### src/rtl/usb_tx_pkg.sv
// rtl/usb_tx_pkg.sv - shared types and constants for the USB transmit serializer
package usb_tx_pkg;

  typedef enum logic [1:0] {
    IDLE,
    DATA,
    CRC,
    DONE
  } tx_state_e;

  localparam int CRC5_LEN  = 5;
  localparam int CRC16_LEN = 16;
  localparam int STUFF_RUN = 6;

endpackage

### src/rtl/usb_tx_serializer_if.sv
// rtl/usb_tx_serializer_if.sv - word-load handshake between packet controller and serializer
interface usb_tx_serializer_if #(
  parameter int DATA_W = 8
) ();

  logic              sync_ld;
  logic              tx_load;
  logic [DATA_W-1:0] tx_data;
  logic              tx_last;
  logic              crc16_mode;
  logic              tx_ready;

  modport master (
    output sync_ld, tx_load, tx_data, tx_last, crc16_mode,
    input  tx_ready
  );

  modport slave (
    input  sync_ld, tx_load, tx_data, tx_last, crc16_mode,
    output tx_ready
  );

endinterface

### src/rtl/usb_tx_fifo.sv
// rtl/usb_tx_fifo.sv - DEPTH-entry circular word buffer, registered head (no fall-through)
module usb_tx_fifo #(
  parameter int WIDTH = 9,
  parameter int DEPTH = 2
) (
  input  logic                     clock,
  input  logic                     reset,
  input  logic                     flush,
  input  logic                     push,
  input  logic [WIDTH-1:0]         wdata,
  input  logic                     pop,
  output logic [WIDTH-1:0]         rdata,
  output logic                     empty,
  output logic                     full,
  output logic [$clog2(DEPTH):0]   occupancy
);

  localparam int AW = $clog2(DEPTH);
  localparam logic [AW:0] FULL_CNT = DEPTH[AW:0];

  logic [WIDTH-1:0] mem_q [DEPTH];
  logic [WIDTH-1:0] mem_d [DEPTH];
  logic [AW-1:0]    wr_ptr_q, wr_ptr_d;
  logic [AW-1:0]    rd_ptr_q, rd_ptr_d;
  logic [AW:0]      count_q, count_d;
  logic             do_push, do_pop;

  assign empty     = (count_q == '0);
  assign full      = (count_q == FULL_CNT);
  assign occupancy = count_q;
  assign rdata     = mem_q[rd_ptr_q];
  assign do_push   = push & ~full;
  assign do_pop    = pop & ~empty;

  // Next pointers, count and storage; pointers wrap naturally since DEPTH is a power of two
  always_comb begin
    mem_d    = mem_q;
    wr_ptr_d = wr_ptr_q;
    rd_ptr_d = rd_ptr_q;
    count_d  = count_q;
    if (flush) begin
      wr_ptr_d = '0;
      rd_ptr_d = '0;
      count_d  = '0;
    end else begin
      if (do_push) begin
        mem_d[wr_ptr_q] = wdata;
        wr_ptr_d        = wr_ptr_q + 1'b1;
      end
      if (do_pop) begin
        rd_ptr_d = rd_ptr_q + 1'b1;
      end
      case ({do_push, do_pop})
        2'b10:   count_d = count_q + 1'b1;
        2'b01:   count_d = count_q - 1'b1;
        default: count_d = count_q;
      endcase
    end
  end

  // Buffer state registers
  always_ff @(posedge clock or posedge reset) begin
    if (reset) begin
      for (int i = 0; i < DEPTH; i++) begin
        mem_q[i] <= '0;
      end
      wr_ptr_q <= '0;
      rd_ptr_q <= '0;
      count_q  <= '0;
    end else begin
      mem_q    <= mem_d;
      wr_ptr_q <= wr_ptr_d;
      rd_ptr_q <= rd_ptr_d;
      count_q  <= count_d;
    end
  end

endmodule

### src/rtl/usb_tx_serializer.sv
// rtl/usb_tx_serializer.sv - USB transmit serializer top; USB_TX_BITSTUFF_EN enables the internal bit stuffer
module usb_tx_serializer
  import usb_tx_pkg::*;
#(
  parameter int                DATA_W       = 8,
  parameter int                DEPTH        = 2,
  parameter logic [DATA_W-1:0] SYNC_PATTERN = 8'h80
) (
  input  logic                   clock,
  input  logic                   reset,
  usb_tx_serializer_if.slave     ld,
  input  logic                   halt_tx_shift,
  output logic                   tdo,
  output logic                   tcs,
  output logic                   last_bit,
  output logic                   shift_crc16,
  output logic                   shift_crc5,
  output logic                   pkt_done,
  output logic                   tx_underrun,
  output logic [$clog2(DEPTH):0] occupancy
);

  localparam int BW         = (DATA_W > 1) ? $clog2(DATA_W) : 1;
  localparam int BIT_LAST_I = DATA_W - 1;
  localparam int CRC5_I     = CRC5_LEN - 1;
  localparam int CRC16_I    = CRC16_LEN - 1;
  localparam logic [BW-1:0] BIT_LAST   = BIT_LAST_I[BW-1:0];
  localparam logic [4:0]    CRC5_LAST  = CRC5_I[4:0];
  localparam logic [4:0]    CRC16_LAST = CRC16_I[4:0];

  tx_state_e         state_q, state_d;
  logic [DATA_W-1:0] sh_word_q, sh_word_d;
  logic              sh_last_q, sh_last_d;
  logic              sh_valid_q, sh_valid_d;
  logic [BW-1:0]     bit_cnt_q, bit_cnt_d;
  logic [4:0]        crc_cnt_q, crc_cnt_d;
  logic              mode16_q, mode16_d;
  logic              underrun_q, underrun_d;
  logic              last_acc_q, last_acc_d;

  logic              fifo_push, fifo_pop, fifo_flush, fifo_empty, fifo_full;
  logic [DATA_W:0]   fifo_wdata, fifo_rdata;
  logic              halt_int, halt_eff, ready, sync_go, data_go, bit_final;
  logic [4:0]        crc_last;

  assign halt_eff  = halt_tx_shift | halt_int;
  assign ready     = ~fifo_full & ~halt_eff & ~last_acc_q & (state_q != CRC) & (state_q != DONE);
  assign sync_go   = ld.sync_ld & (state_q == IDLE) & fifo_empty & ~halt_eff;
  assign data_go   = ld.tx_load & ready & (state_q == DATA);
  assign bit_final = sh_valid_q & (bit_cnt_q == BIT_LAST);
  assign crc_last  = mode16_q ? CRC16_LAST : CRC5_LAST;

  // SYNC is pushed untagged; payload words carry their last tag in the top bit
  assign fifo_push  = sync_go | data_go;
  assign fifo_wdata = sync_go ? {1'b0, SYNC_PATTERN} : {ld.tx_last, ld.tx_data};

  assign ld.tx_ready = ready & ~reset;
  assign tcs         = sh_valid_q & ~halt_eff;
  assign tdo         = (sh_valid_q & ~halt_int) ? sh_word_q[bit_cnt_q] : 1'b0;
  assign last_bit    = bit_final & sh_last_q;
  assign shift_crc16 = (state_q == CRC) & mode16_q;
  assign shift_crc5  = (state_q == CRC) & ~mode16_q;
  assign pkt_done    = (state_q == DONE);
  assign tx_underrun = underrun_q;

  usb_tx_fifo #(
    .WIDTH (DATA_W + 1),
    .DEPTH (DEPTH)
  ) u_fifo (
    .clock     (clock),
    .reset     (reset),
    .flush     (fifo_flush),
    .push      (fifo_push),
    .wdata     (fifo_wdata),
    .pop       (fifo_pop),
    .rdata     (fifo_rdata),
    .empty     (fifo_empty),
    .full      (fifo_full),
    .occupancy (occupancy)
  );

`ifdef USB_TX_BITSTUFF_EN
  logic [2:0] ones_q, ones_d;
  localparam logic [2:0] RUN_LEN = STUFF_RUN[2:0];

  assign halt_int = (state_q == DATA) & (ones_q == RUN_LEN);

  // Ones-run tracker: counts emitted 1s, clears on a 0, a stuffed bit, or outside DATA
  always_comb begin
    ones_d = ones_q;
    if (state_q != DATA) begin
      ones_d = '0;
    end else if (halt_int) begin
      if (!halt_tx_shift) ones_d = '0;
    end else if (sh_valid_q && !halt_tx_shift) begin
      ones_d = sh_word_q[bit_cnt_q] ? ones_q + 3'd1 : 3'd0;
    end
  end

  // Ones-run register
  always_ff @(posedge clock or posedge reset) begin
    if (reset) ones_q <= '0;
    else       ones_q <= ones_d;
  end
`else
  assign halt_int = 1'b0;
`endif

  // Shifter: advance one bit per unhalted cycle, reload from the buffer with no gap bit
  always_comb begin
    sh_word_d  = sh_word_q;
    sh_last_d  = sh_last_q;
    sh_valid_d = sh_valid_q;
    bit_cnt_d  = bit_cnt_q;
    fifo_pop   = 1'b0;
    if (!halt_eff && state_q == DATA) begin
      if (!sh_valid_q || bit_final) begin
        bit_cnt_d = '0;
        if (!fifo_empty) begin
          sh_word_d  = fifo_rdata[DATA_W-1:0];
          sh_last_d  = fifo_rdata[DATA_W];
          sh_valid_d = 1'b1;
          fifo_pop   = 1'b1;
        end else begin
          sh_valid_d = 1'b0;
        end
      end else begin
        bit_cnt_d = bit_cnt_q + 1'b1;
      end
    end
  end

  // Packet sequencer: SYNC/payload, CRC window, done pulse, underrun abort
  always_comb begin
    state_d    = state_q;
    crc_cnt_d  = crc_cnt_q;
    mode16_d   = mode16_q;
    underrun_d = underrun_q;
    last_acc_d = last_acc_q;
    fifo_flush = 1'b0;
    if (!halt_eff) begin
      case (state_q)
        IDLE: begin
          if (sync_go) begin
            state_d    = DATA;
            mode16_d   = ld.crc16_mode;
            underrun_d = 1'b0;
          end
        end
        DATA: begin
          if (bit_final && sh_last_q) begin
            state_d   = CRC;
            crc_cnt_d = '0;
          end else if (!sh_valid_q && fifo_empty && !last_acc_q && !data_go) begin
            state_d    = IDLE;
            underrun_d = 1'b1;
            fifo_flush = 1'b1;
          end
        end
        CRC: begin
          if (crc_cnt_q == crc_last) state_d = DONE;
          else                       crc_cnt_d = crc_cnt_q + 5'd1;
        end
        default: state_d = IDLE;
      endcase
    end
    if (data_go && ld.tx_last) last_acc_d = 1'b1;
    if (state_d == IDLE && state_q != IDLE) last_acc_d = 1'b0;
  end

  // Sequencer and shifter registers
  always_ff @(posedge clock or posedge reset) begin
    if (reset) begin
      state_q    <= IDLE;
      sh_word_q  <= '0;
      sh_last_q  <= 1'b0;
      sh_valid_q <= 1'b0;
      bit_cnt_q  <= '0;
      crc_cnt_q  <= '0;
      mode16_q   <= 1'b0;
      underrun_q <= 1'b0;
      last_acc_q <= 1'b0;
    end else begin
      state_q    <= state_d;
      sh_word_q  <= sh_word_d;
      sh_last_q  <= sh_last_d;
      sh_valid_q <= sh_valid_d;
      bit_cnt_q  <= bit_cnt_d;
      crc_cnt_q  <= crc_cnt_d;
      mode16_q   <= mode16_d;
      underrun_q <= underrun_d;
      last_acc_q <= last_acc_d;
    end
  end

endmodule
### src/flat_wrapper.sv
// flat-port wrapper written by rule: the top's interface ports become plain ports
module usb_tx_serializer_flat import usb_tx_pkg::*;
#(
  parameter int                DATA_W       = 8,
  parameter int                DEPTH        = 2,
  parameter logic [DATA_W-1:0] SYNC_PATTERN = 8'h80
)
  (clock, reset, halt_tx_shift, tdo, tcs, last_bit, shift_crc16, shift_crc5, pkt_done, tx_underrun, occupancy, ld_sync_ld, ld_tx_load, ld_tx_data, ld_tx_last, ld_crc16_mode, ld_tx_ready);
  usb_tx_serializer_if #(.DATA_W(DATA_W)) ld_i ();
  input  logic clock;
  input  logic reset;
  input  logic halt_tx_shift;
  output logic tdo;
  output logic tcs;
  output logic last_bit;
  output logic shift_crc16;
  output logic shift_crc5;
  output logic pkt_done;
  output logic tx_underrun;
  output logic [$clog2(DEPTH):0] occupancy;
  input wire logic [$bits(ld_i.sync_ld)-1:0] ld_sync_ld;
  input wire logic [$bits(ld_i.tx_load)-1:0] ld_tx_load;
  input wire logic [$bits(ld_i.tx_data)-1:0] ld_tx_data;
  input wire logic [$bits(ld_i.tx_last)-1:0] ld_tx_last;
  input wire logic [$bits(ld_i.crc16_mode)-1:0] ld_crc16_mode;
  output wire logic [$bits(ld_i.tx_ready)-1:0] ld_tx_ready;
  assign ld_i.sync_ld = ld_sync_ld;
  assign ld_i.tx_load = ld_tx_load;
  assign ld_i.tx_data = ld_tx_data;
  assign ld_i.tx_last = ld_tx_last;
  assign ld_i.crc16_mode = ld_crc16_mode;
  assign ld_tx_ready = ld_i.tx_ready;
  usb_tx_serializer #(.DATA_W(DATA_W), .DEPTH(DEPTH), .SYNC_PATTERN(SYNC_PATTERN)) u_core (.clock(clock), .reset(reset), .ld(ld_i), .halt_tx_shift(halt_tx_shift), .tdo(tdo), .tcs(tcs), .last_bit(last_bit), .shift_crc16(shift_crc16), .shift_crc5(shift_crc5), .pkt_done(pkt_done), .tx_underrun(tx_underrun), .occupancy(occupancy));
endmodule
### config.mk
export PLATFORM = sky130hd
export DESIGN_NAME = usb_tx_serializer_flat
export DESIGN_NICKNAME = d
export VERILOG_FILES = /design/src/rtl/usb_tx_pkg.sv /design/src/rtl/usb_tx_serializer_if.sv /design/src/rtl/usb_tx_fifo.sv /design/src/rtl/usb_tx_serializer.sv /design/src/flat_wrapper.sv
export SDC_FILE = /design/constraint.sdc
export NUM_CORES = 1
export LEC_CHECK = 0
export CORE_UTILIZATION = 61
export CTS_CLUSTER_DIAMETER = 40
export DETAILED_ROUTE_END_ITERATION = 8
export HOLD_SLACK_MARGIN = 0.08
export PLACE_DENSITY = 0.88
export SYNTH_ARGS = -nofsm -noshare
export SYNTH_HDL_FRONTEND = slang
export SYNTH_HIERARCHICAL = 1
export SYNTH_SLANG_ARGS = --single-unit
### constraint.sdc
create_clock -name clock -period 7.8 [get_ports clock]
set_clock_uncertainty 0.15 [all_clocks]
set_input_delay 1.56 -clock clock [delete_from_list [all_inputs] [get_ports clock]]
set_output_delay 1.56 -clock clock [all_outputs]
set_load 0.005 [all_outputs]
==> flow_metrics.env, run 1 <==
export IMPL_status="finished clean"
export IMPL_cts_tree="done"
export IMPL_coreArea_um2=3800
export IMPL_syn_area_um2=2520
export IMPL_p_sw_w=0.000344
export IMPL_antenna_found_initial=0
export IMPL_synth_xor_area_frac=0.00348
export IMPL_synth_compound_area_frac=0.118
export IMPL_insertion_delay_ps=290
export IMPL_syn_num_nets=239
export IMPL_cts_resized=0
export IMPL_hpwl_um=3690
export IMPL_arrival_ps=3150
export IMPL_grt_total_usage=0.270
export IMPL_reg2reg_slack_ps=4420
export IMPL_synth_cell_types=55
export IMPL_wl_um=5270
export IMPL_post_dp_cell_area_um2=2790
export IMPL_clock_power_share=0.178
export IMPL_tns_ps=0
export IMPL_cts_root_buffer="clkbuf_8"
export IMPL_drt_iter0_markers=195
export IMPL_use_met3=0.0621
export IMPL_synth_edf_count=0
export IMPL_drcViolationCount=0
export IMPL_crit_fanout=9
export IMPL_max_freq_mhz=206
export IMPL_cp_required_ps=6090
export IMPL_async_reset_ff_frac=1.00
export IMPL_nets=264
export IMPL_p_int_w=0.000676
export IMPL_p_seq_frac=0.412
export IMPL_synth_top_family_by_area="multiplexers"
export IMPL_grt_util_met2=0.439
export IMPL_critPathKind="input port to output pin"
export IMPL_rsz0062_at_grt="no"
export IMPL_synth_cells=216
export IMPL_grt_pass1_wl_um=8730
export IMPL_synthAdderAreaFrac=0.0397
export IMPL_die_h_um=66.3
export IMPL_yosys_area_share_simple=0.152
export IMPL_startpoint="halt_tx_shift"
export IMPL_r2r_start="u_core/u_fifo/occupancy[0]"
export IMPL_syn_avg_cell_area_um2=11.7
export IMPL_slew_headroom=0.385
export IMPL_filler_cell_count=250
export IMPL_globalRouteMet1Util=0.355
export IMPL_ys_flop_type="dfrtp_1"
export IMPL_rows=22
export IMPL_dieArea_um2=4390
export IMPL_synthMuxAreaShare=0.209
export IMPL_crit_top_cell="clkdlybuf4s50_1"
export IMPL_cts_hold_buf=0
export IMPL_crit_end="ld_tx_ready"
export IMPL_worst_slew_pin_slew_ps=922
export IMPL_cp_end_kind="output pin"
export IMPL_finalHoldViolCount=0
export IMPL_cts_buffer_depth=2
export IMPL_syn_to_final_growth_pct=15.3
export IMPL_grt_pass1_vias=1822
export IMPL_grt_ovfl_total=0
export IMPL_antenna_left=0
export IMPL_grt_max_degree=24
export IMPL_p_total_w=0.00102
export IMPL_seq_area_frac_synth=0.447
export IMPL_layout_min_cycle_time_ps=4860
export IMPL_finalSetupViolCount=0
export IMPL_slowest_stage="clkdlybuf4s50_1"
export IMPL_cts_sinks=45
export IMPL_power_density_nw_per_um2=351
export IMPL_postCtsSetupBuffers=0
export IMPL_die_width_um=66.3
export IMPL_first_pass_iters=4
export IMPL_r2r_end="u_core/u_fifo/mem_q[4]"
export IMPL_busiest_layer="met2"
export IMPL_cp_start_kind="input port"
export IMPL_antenna_cells=0
export IMPL_fin_crit_sh=0.623
export IMPL_p_sw_frac=0.337
export IMPL_port_buffers=24
export IMPL_clkSlewWorstSetupHoldPaths_ps=80
export IMPL_max_vdd_ir_drop_v=0.000212
export IMPL_cts_buffers=5
export IMPL_hold_class="flop to flop"
export IMPL_yosysWarnings=6
export IMPL_critPathMaxStageDelay_ps=600
export IMPL_post_drt_wl_per_cell_um=18.2
export IMPL_drive_gt1_frac=0.215
export IMPL_r2r_cells=6
export IMPL_pwr_share_comb=0.410
export IMPL_final_area_um2=2900
export IMPL_io_pins=25
export IMPL_route_vias_total=1826
export IMPL_vias_per_cell=6.30
export IMPL_path_cells="clkdlybuf4s50_1 > nor2_1 > nand2_1 > nor3_1 > clkdlybuf4s50_1"
export IMPL_globalplace_congestion=0.844
export IMPL_p_leak_nw=1.29
export IMPL_slew_viol_final=0
export IMPL_start_util=0.663
export IMPL_drv_cap=0
export IMPL_ys_seq_elements=45
export IMPL_cts_max_level=2
routing by layer:
layer	share of wire	wire, µm	vias up
met5	0	0	-
met1	0.43	2260	910
li1	-	-	834
met3	0.061	320	13
met2	0.49	2610	69
met4	0.016	85	0
logic make-up (layout without fill, tap and decap cells):
group	Yosys count	count (layout)
buffers and inverters	18	44
adders and majority gates	8	8
muxes	42	42
DFF	45	45
and+or+nand+nor	63	63
AOI/OAI and AO/OA	39	39
xor gates and xnor gates	1	1
Yosys cell counts (2+ instances only):
library cell / instances / area share
buf_2: 2 / 0.0040
dfrtp_1: 45 / 0.45
mux2_1: 8 / 0.036
nand2_1: 9 / 0.013
a21oi_1: 5 / 0.0099
inv_1: 11 / 0.016
o211ai_1: 2 / 0.0060
nand4_1: 2 / 0.0050
clkbuf_1: 3 / 0.0045
nor2b_1: 4 / 0.0099
mux2_4: 9 / 0.054
nor2_1: 12 / 0.018
a22o_1: 3 / 0.010
nor3_1: 2 / 0.0040
nand2b_1: 3 / 0.0075
ha_1: 8 / 0.040
o31ai_1: 2 / 0.0060
mux2i_1: 2 / 0.0079
mux2_2: 21 / 0.094
and2_1: 11 / 0.027
mux4_2: 2 / 0.018
nand3_1: 6 / 0.012
o21ai_0: 11 / 0.022
nor4b_1: 2 / 0.0070
power groups by stage:
| stage | Sequential (W) | Combinational (W) | Clock (W) |
|---|---|---|---|
| 2_1_floorplan | 0.000390 | 0.000319 | 0 |
| 3_3_place_gp | 0.000414 | 0.000389 | 0 |
| 3_5_place_dp | 0.000421 | 0.000411 | 0 |
| 4_1_cts | 0.000419 | 0.000415 | 0.000185 |
| 5_1_grt | 0.000433 | 0.000454 | 0.000195 |
| 6_report | 0.000420 | 0.000418 | 0.000181 |
cell usage in the layout (no fill, tap or decap), drive strengths merged, types with 3 or more instances in the layout:
cell type       n
o21ai          12
ha              8
nand2           9
nor2b           5
dfrtp          45
clkbuf          7
mux2           38
inv            12
and2           11
a21oi           5
clkdlybuf4s50  24
a22o            3
nand2b          3
nor2           12
nand3           6
layout make-up:
type	count	area, µm²	share of cell area
flip-flops and latches	45	1130	0.388
well taps	48	60.1	0.0207
multi-input cells	153	1320	0.453
repair buffers	24	240	0.0828
clock buffers	7	86.3	0.0297
clock inverters	1	30.0	0.0103
inverters	12	45.0	0.0155
critical path, delay by kind of cell:
family,cells,cell delay (ps)
buffers and inverters,2,1120
and+or+nand+nor,3,460
worst min path at each step:
stage | from | end | slack, ps | depth (start not counted)
2_1_floorplan | u_core/sh_word_q[2] | u_core/sh_word_q[2] | 310 | 1
3_3_place_gp | u_core/sh_word_q[6] | u_core/sh_word_q[6] | 320 | 1
3_5_place_dp | u_core/sh_word_q[4] | u_core/sh_word_q[4] | 330 | 1
4_1_cts | u_core/sh_word_q[4] | u_core/sh_word_q[4] | 350 | 1
5_1_grt | u_core/sh_word_q[4] | u_core/sh_word_q[4] | 370 | 1
6_report | u_core/sh_word_q[4] | u_core/sh_word_q[4] | 350 | 1
registers in the layout, indices dropped and copies added, names as in the netlist:
signal / flops
u_core/u_fifo/wr_ptr_q: 1
u_core/mode16_q: 1
u_core/crc_cnt_q: 5
u_core/u_fifo/rd_ptr_q: 1
u_core/u_fifo/occupancy: 2
u_core/u_fifo/mem_q: 18
u_core/sh_last_q: 1
u_core/tx_underrun: 1
u_core/sh_valid_q: 1
u_core/last_acc_q: 1
u_core/bit_cnt_q: 3
u_core/state_q: 2
u_core/sh_word_q: 8
stage by stage:
stage	utilization	cells	setup slack [ps]	hold slack, ps
2_1_floorplan	-	216	4010	309
3_3_place_gp	0.734	282	2970	323
3_5_place_dp	0.734	282	2960	335
4_1_cts	0.764	290	2930	353
5_1_grt	0.764	290	2880	369
6_report	0.764	290	2940	349
Note: power is estimated with default switching activity, not from simulation.
==> run 2: changes to the inputs <==
--- a/config.mk
+++ b/config.mk
@@ -5,11 +5,11 @@
 export SDC_FILE = /design/constraint.sdc
 export NUM_CORES = 1
 export LEC_CHECK = 0
-export CORE_UTILIZATION = 61
+export CORE_UTILIZATION = 57
 export CTS_CLUSTER_DIAMETER = 40
 export DETAILED_ROUTE_END_ITERATION = 8
 export HOLD_SLACK_MARGIN = 0.08
-export PLACE_DENSITY = 0.88
+export PLACE_DENSITY = 0.83
 export SYNTH_ARGS = -nofsm -noshare
 export SYNTH_HDL_FRONTEND = slang
 export SYNTH_HIERARCHICAL = 1
==> constraint.sdc (replaced) <==
create_clock -name clock -period 5.04 [get_ports clock]
set_clock_uncertainty 0.15 [all_clocks]
set_input_delay 1.008 -clock clock [delete_from_list [all_inputs] [get_ports clock]]
set_output_delay 1.008 -clock clock [all_outputs]
set_load 0.005 [all_outputs]
==> flow_metrics.env, run 2 (synthesis results as in run 1) <==
export IMPL_critPathKind="input port to output pin"
export IMPL_postCtsSetupBuffers=0
export IMPL_insertion_delay_ps=290
export IMPL_slowest_stage="clkdlybuf4s50_1"
export IMPL_cts_resized=0
export IMPL_worst_slew_pin_slew_ps=962
export IMPL_nets=265
export IMPL_vias_per_cell=6.08
export IMPL_layout_min_cycle_time_ps=3750
export IMPL_cp_end_kind="output pin"
export IMPL_arrival_ps=2590
export IMPL_finalWorstSetupSlack_ps=1290
export IMPL_hpwl_um=3660
export IMPL_filler_cell_count=306
export IMPL_final_cell_mix="45 x dfrtp_1, 24 x clkdlybuf4s50_1, 21 x mux2_2, 12 x nor2_1"
export IMPL_rsz0062_at_grt="no"
export IMPL_cts_root_buffer="clkbuf_8"
export IMPL_globalRouteMet1Util=0.347
export IMPL_path_cells="clkdlybuf4s50_1 > nor2_1 > nand2_1 > nor3_1 > clkdlybuf4s50_1"
export IMPL_crit_fanout=9
export IMPL_max_vdd_ir_drop_v=0.000302
export IMPL_antenna_left=0
export IMPL_critPathMaxStageDelay_ps=590
export IMPL_drt_iter0_markers=129
export IMPL_first_pass_iters=4
export IMPL_wl_um=5050
export IMPL_final_area_um2=2900
export IMPL_finalHoldViolCount=0
export IMPL_pre_cts_ws_ps=1290
export IMPL_reg_top3="u_core/u_fifo/mem_q x18, u_core/sh_word_q x8, u_core/crc_cnt_q x5"
export IMPL_port_buffers=24
export IMPL_antenna_found_initial=0
export IMPL_start_util=0.612
export IMPL_drcViolationCount=0
export IMPL_cts_sinks=45
export IMPL_post_dp_cell_area_um2=2800
export IMPL_drive_gt1_frac=0.219
export IMPL_largest_reg_flops=18
export IMPL_route_vias_total=1775
export IMPL_max_freq_mhz=267
export IMPL_fin_crit_sh=0.744
export IMPL_cp_start_kind="input port"
export IMPL_drv_cap=0
export IMPL_clkSlewWorstSetupHoldPaths_ps=80
export IMPL_post_drt_wl_per_cell_um=17.3
export IMPL_io_pins=25
export IMPL_grt_total_usage=0.248
export IMPL_multi_input_area_um2=1320
export IMPL_fin_util=0.705
export IMPL_status="finished clean"
export IMPL_grt_pass1_vias=1694
export IMPL_coreArea_um2=4120
export IMPL_dieArea_um2=4690
export IMPL_power_density_nw_per_um2=536
export IMPL_grt_ovfl_total=0
export IMPL_rows=23
export IMPL_cts_tree="done"
export IMPL_antenna_cells=0
export IMPL_slew_viol_final=0
export IMPL_grt_max_degree=24
export IMPL_grt_util_met2=0.376
export IMPL_final_common_cell="dfrtp_1"
export IMPL_cts_buffers=5
export IMPL_syn_to_final_growth_pct=15.2
export IMPL_grt_pass1_wl_um=8310
export IMPL_busiest_layer="met2"
export IMPL_die_width_um=68.5
export IMPL_reg2reg_slack_ps=1770
export IMPL_tns_ps=0
export IMPL_top_register="u_core/u_fifo/mem_q"
export IMPL_cp_required_ps=3880
export IMPL_cts_max_level=2
export IMPL_globalplace_congestion=0.986
export IMPL_p_leak_nw=1.29
export IMPL_slew_headroom=0.358
export IMPL_crit_top_cell="clkdlybuf4s50_1"
export IMPL_dpl_cell_count=285
export IMPL_final_cells=292
export IMPL_cts_buffer_depth=2
export IMPL_finalSetupViolCount=0
export IMPL_seqCellArea_um2=1130
export IMPL_cts_hold_buf=0
export IMPL_hold_class="flop to flop"
export IMPL_die_h_um=68.5
export IMPL_use_met3=0.0683
==> run 2: cell types whose count changed in the layout (fill, tap and decap cells not counted), sizes merged <==
cell | previous run | this run
buf | 0 | 1
clkbuf | 7 | 5
clkinv | 0 | 1
==> run 2: worst max-delay path, delay by kind of cell <==
family | cells | cell delay, ps
AND/OR/NAND/NOR | 3 | 450
buffers and inverters | 2 | 1120
==> run 2: through the flow <==
| stage | total power, W | hold WS (ps) |
|---|---|---|
| floorplan | 0.00110 | 309 |
| global placement | 0.00126 | 320 |
| detailed placement | 0.00129 | 330 |
| CTS | 0.00155 | 349 |
| global route | 0.00166 | 356 |
| finish | 0.00155 | 345 |
==> run 2: routing by layer <==
layer  vias to the layer above  wire length, µm
met5                         -                0
met4                         0               27
met3                         2              317
met2                        52             2290
met1                       886             2420
li1                        835                -
==> run 2: final timing paths <==
check                                     from                endpoint  cells after the start
setup / recovery                 halt_tx_shift             ld_tx_ready                      5
hold / removal             u_core/sh_word_q[3]     u_core/sh_word_q[3]                      1
setup reg to reg             u_core/state_q[0]  u_core/u_fifo/mem_q[9]                      8
hold reg to reg            u_core/sh_word_q[3]     u_core/sh_word_q[3]                      1
max in group asynchronous                reset     u_core/sh_word_q[2]                      2
min in group asynchronous                reset  u_core/u_fifo/mem_q[4]                      2
==> run 2: cell type report <==
type | instances | share of cell area
multi-input cells | 153 | 0.453
flip-flops and latches | 45 | 0.388
repair buffers | 25 | 0.0854
clock buffers | 5 | 0.0237
well taps | 50 | 0.0216
inverters | 12 | 0.0155
clock inverters | 2 | 0.0121
==> run 2: report_power, final <==
group / switching, W / internal (W) / total (W)
Combinational: 0.000271 / 0.000370 / 0.000642
Sequential: 0.000134 / 0.000515 / 0.000650
Clock: 0.000118 / 0.000144 / 0.000262
Total: 0.000524 / 0.00103 / 0.00155
